<file path="src/rtl/cpu_run_pkg.sv">
// Shared definitions for the MIPS run controller: state encoding and default parameters.
package cpu_run_pkg;

    typedef enum logic [1:0] {
        ST_IDLE = 2'd0,
        ST_RUN  = 2'd1,
        ST_DONE = 2'd2
    } run_state_t;

    localparam logic [31:0] DEF_HALT_ADDR  = 32'h0000_00FC;
    localparam int          DEF_MAX_CYCLES = 1024;
    localparam int          DEF_IMEM_AW    = 6;
    localparam int          DEF_CNT_W      = 16;

endpackage

</file>
<file path="src/rtl/cpu_run_ctrl_counter.sv">
// RUN-cycle counter with synchronous clear, enable and a terminal-count flag
// that fires on the last permitted RUN cycle.
module run_cycle_counter #(
    parameter int CNT_W      = 16,
    parameter int MAX_CYCLES = 1024
) (
    input  logic             clk,
    input  logic             i_rst,
    input  logic             i_clr,
    input  logic             i_en,
    output logic [CNT_W-1:0] o_count,
    output logic             o_tc
);

    localparam logic [CNT_W-1:0] LP_MAX  = CNT_W'(MAX_CYCLES);
    localparam logic [CNT_W-1:0] LP_LAST = CNT_W'(MAX_CYCLES - 1);

    logic [CNT_W-1:0] r_count;

    // Holds at MAX_CYCLES so the count can never wrap back to a small value.
    always_ff @(posedge clk or posedge i_rst) begin
        if (i_rst) begin
            r_count <= '0;
        end else if (i_clr) begin
            r_count <= '0;
        end else if (i_en && (r_count != LP_MAX)) begin
            r_count <= r_count + 1'b1;
        end
    end

    assign o_count = r_count;
    assign o_tc    = (r_count == LP_LAST);

endmodule

</file>
<file path="src/rtl/cpu_run_ctrl.sv">
// Run controller: loads instruction memory while the core is held in reset,
// runs it until a halt-mailbox store or the cycle limit, and keeps the result.
module cpu_run_ctrl
    import cpu_run_pkg::*;
#(
    parameter int          IMEM_AW    = DEF_IMEM_AW,
    parameter logic [31:0] HALT_ADDR  = DEF_HALT_ADDR,
    parameter int          MAX_CYCLES = DEF_MAX_CYCLES,
    parameter int          CNT_W      = DEF_CNT_W
) (
    input  logic               clk,
    input  logic               reset,
    input  logic               start,
    input  logic               load_valid,
    output logic               load_ready,
    input  logic [IMEM_AW-1:0] load_addr,
    input  logic [31:0]        load_data,
    output logic               imem_we,
    output logic [IMEM_AW-1:0] imem_wa,
    output logic [31:0]        imem_wd,
    output logic               cpu_reset,
    input  logic               memwrite,
    input  logic [31:0]        dataadr,
    input  logic [31:0]        writedata,
    output logic               busy,
    output logic               done,
    output logic               timeout,
    output logic [31:0]        result,
    output logic [CNT_W-1:0]   cycles
);

    run_state_t          r_state;
    logic                r_imem_we;
    logic [IMEM_AW-1:0]  r_imem_wa;
    logic [31:0]         r_imem_wd;
    logic                r_cpu_reset;
    logic                r_busy;
    logic                r_done;
    logic                r_timeout;
    logic [31:0]         r_result;

    logic w_stopped;
    logic w_start;
    logic w_accept;
    logic w_running;
    logic w_halt;
    logic w_tc;

    assign w_stopped  = (r_state == ST_IDLE) || (r_state == ST_DONE);
    assign w_start    = w_stopped && start;
    // start wins over a same-cycle load beat by withdrawing ready.
    assign load_ready = w_stopped && !start;
    assign w_accept   = load_valid && load_ready;
    assign w_running  = (r_state == ST_RUN);
    assign w_halt     = w_running && memwrite && (dataadr == HALT_ADDR);

    run_cycle_counter #(
        .CNT_W      (CNT_W),
        .MAX_CYCLES (MAX_CYCLES)
    ) u_counter (
        .clk     (clk),
        .i_rst   (reset),
        .i_clr   (w_start),
        .i_en    (w_running),
        .o_count (cycles),
        .o_tc    (w_tc)
    );

    always_ff @(posedge clk or posedge reset) begin
        if (reset) begin
            r_state     <= ST_IDLE;
            r_imem_we   <= 1'b0;
            r_imem_wa   <= '0;
            r_imem_wd   <= '0;
            r_cpu_reset <= 1'b1;
            r_busy      <= 1'b0;
            r_done      <= 1'b0;
            r_timeout   <= 1'b0;
            r_result    <= '0;
        end else begin
            r_imem_we <= w_accept;
            if (w_accept) begin
                r_imem_wa <= load_addr;
                r_imem_wd <= load_data;
            end
            case (r_state)
                ST_IDLE, ST_DONE: begin
                    if (w_start) begin
                        r_state     <= ST_RUN;
                        r_cpu_reset <= 1'b0;
                        r_busy      <= 1'b1;
                        r_done      <= 1'b0;
                        r_timeout   <= 1'b0;
                        r_result    <= '0;
                    end else if (w_accept) begin
                        r_state   <= ST_IDLE;
                        r_done    <= 1'b0;
                        r_timeout <= 1'b0;
                        r_result  <= '0;
                    end
                end
                ST_RUN: begin
                    if (w_halt) begin
                        r_state     <= ST_DONE;
                        r_result    <= writedata;
                        r_done      <= 1'b1;
                        r_cpu_reset <= 1'b1;
                        r_busy      <= 1'b0;
                    end else if (w_tc) begin
                        r_state     <= ST_DONE;
                        r_timeout   <= 1'b1;
                        r_cpu_reset <= 1'b1;
                        r_busy      <= 1'b0;
                    end
                end
                default: begin
                    r_state     <= ST_IDLE;
                    r_cpu_reset <= 1'b1;
                    r_busy      <= 1'b0;
                end
            endcase
        end
    end

    assign imem_we   = r_imem_we;
    assign imem_wa   = r_imem_wa;
    assign imem_wd   = r_imem_wd;
    assign cpu_reset = r_cpu_reset;
    assign busy      = r_busy;
    assign done      = r_done;
    assign timeout   = r_timeout;
    assign result    = r_result;

endmodule
</file>
<file path="config.mk">
export PLATFORM = sky130hd
export DESIGN_NAME = cpu_run_ctrl
export DESIGN_NICKNAME = d
export VERILOG_FILES = /design/src/rtl/cpu_run_pkg.sv /design/src/rtl/cpu_run_ctrl_counter.sv /design/src/rtl/cpu_run_ctrl.sv
export SDC_FILE = /design/constraint.sdc
export NUM_CORES = 1
export LEC_CHECK = 0
export BUFFER_PORTS_ARGS = -buffer_cell sky130_fd_sc_hd__buf_4
export CORE_ASPECT_RATIO = 0.9
export CORE_UTILIZATION = 35
export CTS_BUF_LIST = sky130_fd_sc_hd__clkbuf_8
export CTS_CLUSTER_SIZE = 40
export DETAILED_ROUTE_END_ITERATION = 10
export PLACE_DENSITY = 0.71
export SYNTH_ARGS = -nofsm -noshare
export SYNTH_HDL_FRONTEND = slang
export SYNTH_HIERARCHICAL = 1
export SYNTH_SLANG_ARGS = --single-unit
</file>
<file path="constraint.sdc">
create_clock -name clk -period 3.9 [get_ports clk]
set_clock_uncertainty 0.15 [all_clocks]
set_input_delay 0.975 -clock clk [delete_from_list [all_inputs] [get_ports clk]]
set_output_delay 0.975 -clock clk [all_outputs]
set_load 0.05 [all_outputs]
</file>
==> metrics.md <==
| Metric | Value |
|---|---|
| Synthesized cell area | 0.00413 sq mm |
| F_max | 387 MHz |
| Reg2reg setup slack | 1340 ps |
| Final HPWL from detailed placement | 7350 um |
| HP Start | done |
| CP delay by family, top | buffers and inverters |
| First-pass GRT wire length | roughly 16000 um |
| MaxCap Viol Count | 0 |
| Initial antenna violation count | 0 |
| Post-DRT Antenna Nets | 0 |
| Top cells by area, synth | dfrtp_1 56%, mux2_2 8.5%, mux2i_1 8.0% |
| Die area | approximately 0.012 sq mm |
| Post-Syn Nets | about 460 |
| Clk sink count | 93 |
| Vias | 3229 |
| Crit-path most repeated cell | buf_4 |
| Final hold vios | 0 |
| Crit path arrival time | 1460 ps |
| Pin count of the biggest net entering global routing | 64 |
| Antenna diodes | 0 |
| Hold_buf cts | 0 |
| Cell depth of the worst flop-to-flop path | 6 |
| Pre-antenna DRT Iters | 4 |
| Remaining DRCs | 0 |
| Syn Inst Count | 349 |
| Final cycle utilization of the critical path | about two thirds |
| Port Buffers | around 200 |
| TritonCTS clock tree | built |
| CTS Buf Count | 9 |
| Top-count cell post-synth | dfrtp_1 |
| CTS Root Cell | clkbuf_8 |
| DIE HEIGHT | 105 um |
| Vias per cell | around 4.5 |
| Worst-path cell chain | buf_4 -> nor2_1 -> buf_4 |
| Layout cells sized above 1 | between 40% and 50% |
| Crit Path Max Fanout | 5 |
| Max IR drop VDD | ~0.26 mV |
| Dpl cell area | around 0.0058 sq mm |
| Filler Cells Inserted | between 1000 and 1500 |
| Crit Reg-Reg Startpoint | u_counter/o_count[11] |
| Final wirelength | ~9700 um |
| H-tree lvl count | 3 |
| Final setup vio count | 0 |
| Iter 0 DRT Violations | approximately 120 |
| Die extent in x | approximately 120 um |
| Top post-synthesis cells by count | 92 x dfrtp_1, 41 x inv_1, 41 x nand2_1 |
| Status | finished clean |
| Register area | 0.00233 sq mm |
| P_leak | 3.09 nW |
| GP Congestion | between 0.7 and 0.8 |
| Hold WS | 334 ps |
| Number of synthesized flops with an enable pin | 0 |
| Synth area leader | dfrtp_1 |
| Worst-Skew Late Latency | 350 ps |
| Post-CTS Resized | 0 |
| CP bufs+invs | 2 |
| Multi-input gate area | between 0.0015 and 0.002 sq mm |
| Placed Cells | 695 |
| Sequential area share after synthesis | ~56% |
| Slew Viols, Final | 0 |
| Endpoint type of the worst setup path | output pin |
| Min-delay worst type | reg -> reg |
| WL/cell | roughly 14 um |
| Clock slew seen by the registers of the worst setup and hold paths | ~80 ps |
| Worst Tran Pin Value | between 1000 and 1500 ps |
| Slowest CP cell | buf_4 |
| Cell Rows | 37 |
| Fin Setup TNS | 0 ps |
| Finished Layout Cells | roughly 700 |
| Total global-route track usage | between 15 and 20% |
| Synth warn | 6 |
| Hold Path Cell Cnt | 1 |
| Pwr dens | roughly 660 mW/mm^2 |
| Startpoint Class | primary input |
| CORE AREA | 0.0115 sq mm |
| Hold Path End | done |
| P&R area growth vs syn | 43.9% |
| Nets@finish | roughly 660 |
| Gr ovfl total | 0 |
| Vias in the first global route | around 3400 |
| Design Area, Final | 0.00594 sq mm |
| RSZ-0062 raised after global routing | false |
| Ys async rst share | 100% |
| Postcts setup bufs | 0 |
| Data required time of the critical path | around 2800 ps |
| Worst r2r dst | busy |
| Starting density of the core | a little over a third |
| Post-synth top flop | dfrtp_1 |
| Clock buffer depth | 2 |
| Post-layout min period | between 2000 and 3000 ps |
| Top-area cell type share of the netlist area | a little under three fifths |
| Crit Path Class | in -> out |
| Avg Cell Area, Syn | between 10 and 15 sq um |
| Max-slew headroom | 29.3% |
| Netlist cell types | 46 |
| CP peak stage delay | between 200 and 250 ps |
| IO Pins | roughly 200 |
| Synthesized flop and latch total | 93 |
## logic make-up after synthesis
logic type,count (synthesis),synth area share (%)
compound gates,18,3.42
xor+xnor,9,1.91
fa+ha+maj,2,0.606
buf+inv,54,6.36
flops,93,56.4
mux,73,18.9
simple gates,100,12.4
## sequential cells by signal, indices dropped and copies added, names as in the netlist
signal,flops
timeout,1
done,1
busy,1
imem_wd,32
result,32
imem_we,1
cpu_reset,1
r_state,2
u_counter/o_count,16
imem_wa,6
## layout by cell type, fill, tap and decap left out, drive strengths merged, types with 2 or more instances in the layout
master,instances
nor4b,4
buf,203
mux2,40
nor3,5
mux2i,33
nand4,4
or3,4
nand3,5
nand2,41
nor2,16
nor4,8
xnor2,7
o21ai,5
clkbuf,9
xor2,2
clkinv,2
nor2b,2
and4,2
or4,2
a21oi,4
ha,2
clkinvlp,2
o21bai,2
inv,43
a21o,2
or4b,2
dfrtp,92
## cell type report
cell class | count | area share (%)
Sequential cell | 93 | 39.2
Multi-Input combinational cell | 202 | 26.1
Timing Repair Buffer | 203 | 25.6
Tap cell | 156 | 3.28
Inverter | 41 | 2.61
Clock buffer | 9 | 2.08
Clock inverter | 7 | 1.12
## how the worst max path moves through the flow
stage               cells after the start                   from          to
global route                            6  u_counter/o_count[11]        busy
floorplan                               1                  reset        busy
global placement                        6             dataadr[9]  result[13]
finish                                  3                  start  load_ready
detailed placement                      6             dataadr[1]  result[17]
CTS                                     3                  start  load_ready
## worst register-to-register path: stages (launching register included)
cell and delay [ps]:
dfrtp_1 420, or3_2 540, or4_1 430, nor4_1 650
nor2_1 90, nand2_1 100, o21ai_1 50
## where the power goes
group | internal (mW) | leakage [nW] | switching, mW
Sequential | 1.21 | 1.23 | 0.207
Clock | 0.293 | 0.0982 | 0.325
Combinational | 0.633 | 1.77 | 1.24
Total | 2.14 | 3.09 | 1.78
## routing by layer
metal	part of all wire (%)	up-vias	GRT usage, %
li1	-	1576	-
met3	6.3	14	5.28
met2	49	116	28.0
met5	0	-	0
met1	43	1523	20.4
met4	1.4	0	5.31
## per-stage QoR
stage / total power [mW] / setup slack [ps] / util (%)
final: 3.92 / 1310 / 51.8
after global routing: 4.14 / 1150 / 51.8
after CTS: 3.97 / 1300 / 51.8
after detailed placement: 3.33 / 1050 / 50.1
after global placement: 3.29 / 1110 / 50.1
after floorplan: 2.70 / 810 / -
No activity file was read; power rests on OpenSTA's default activity.
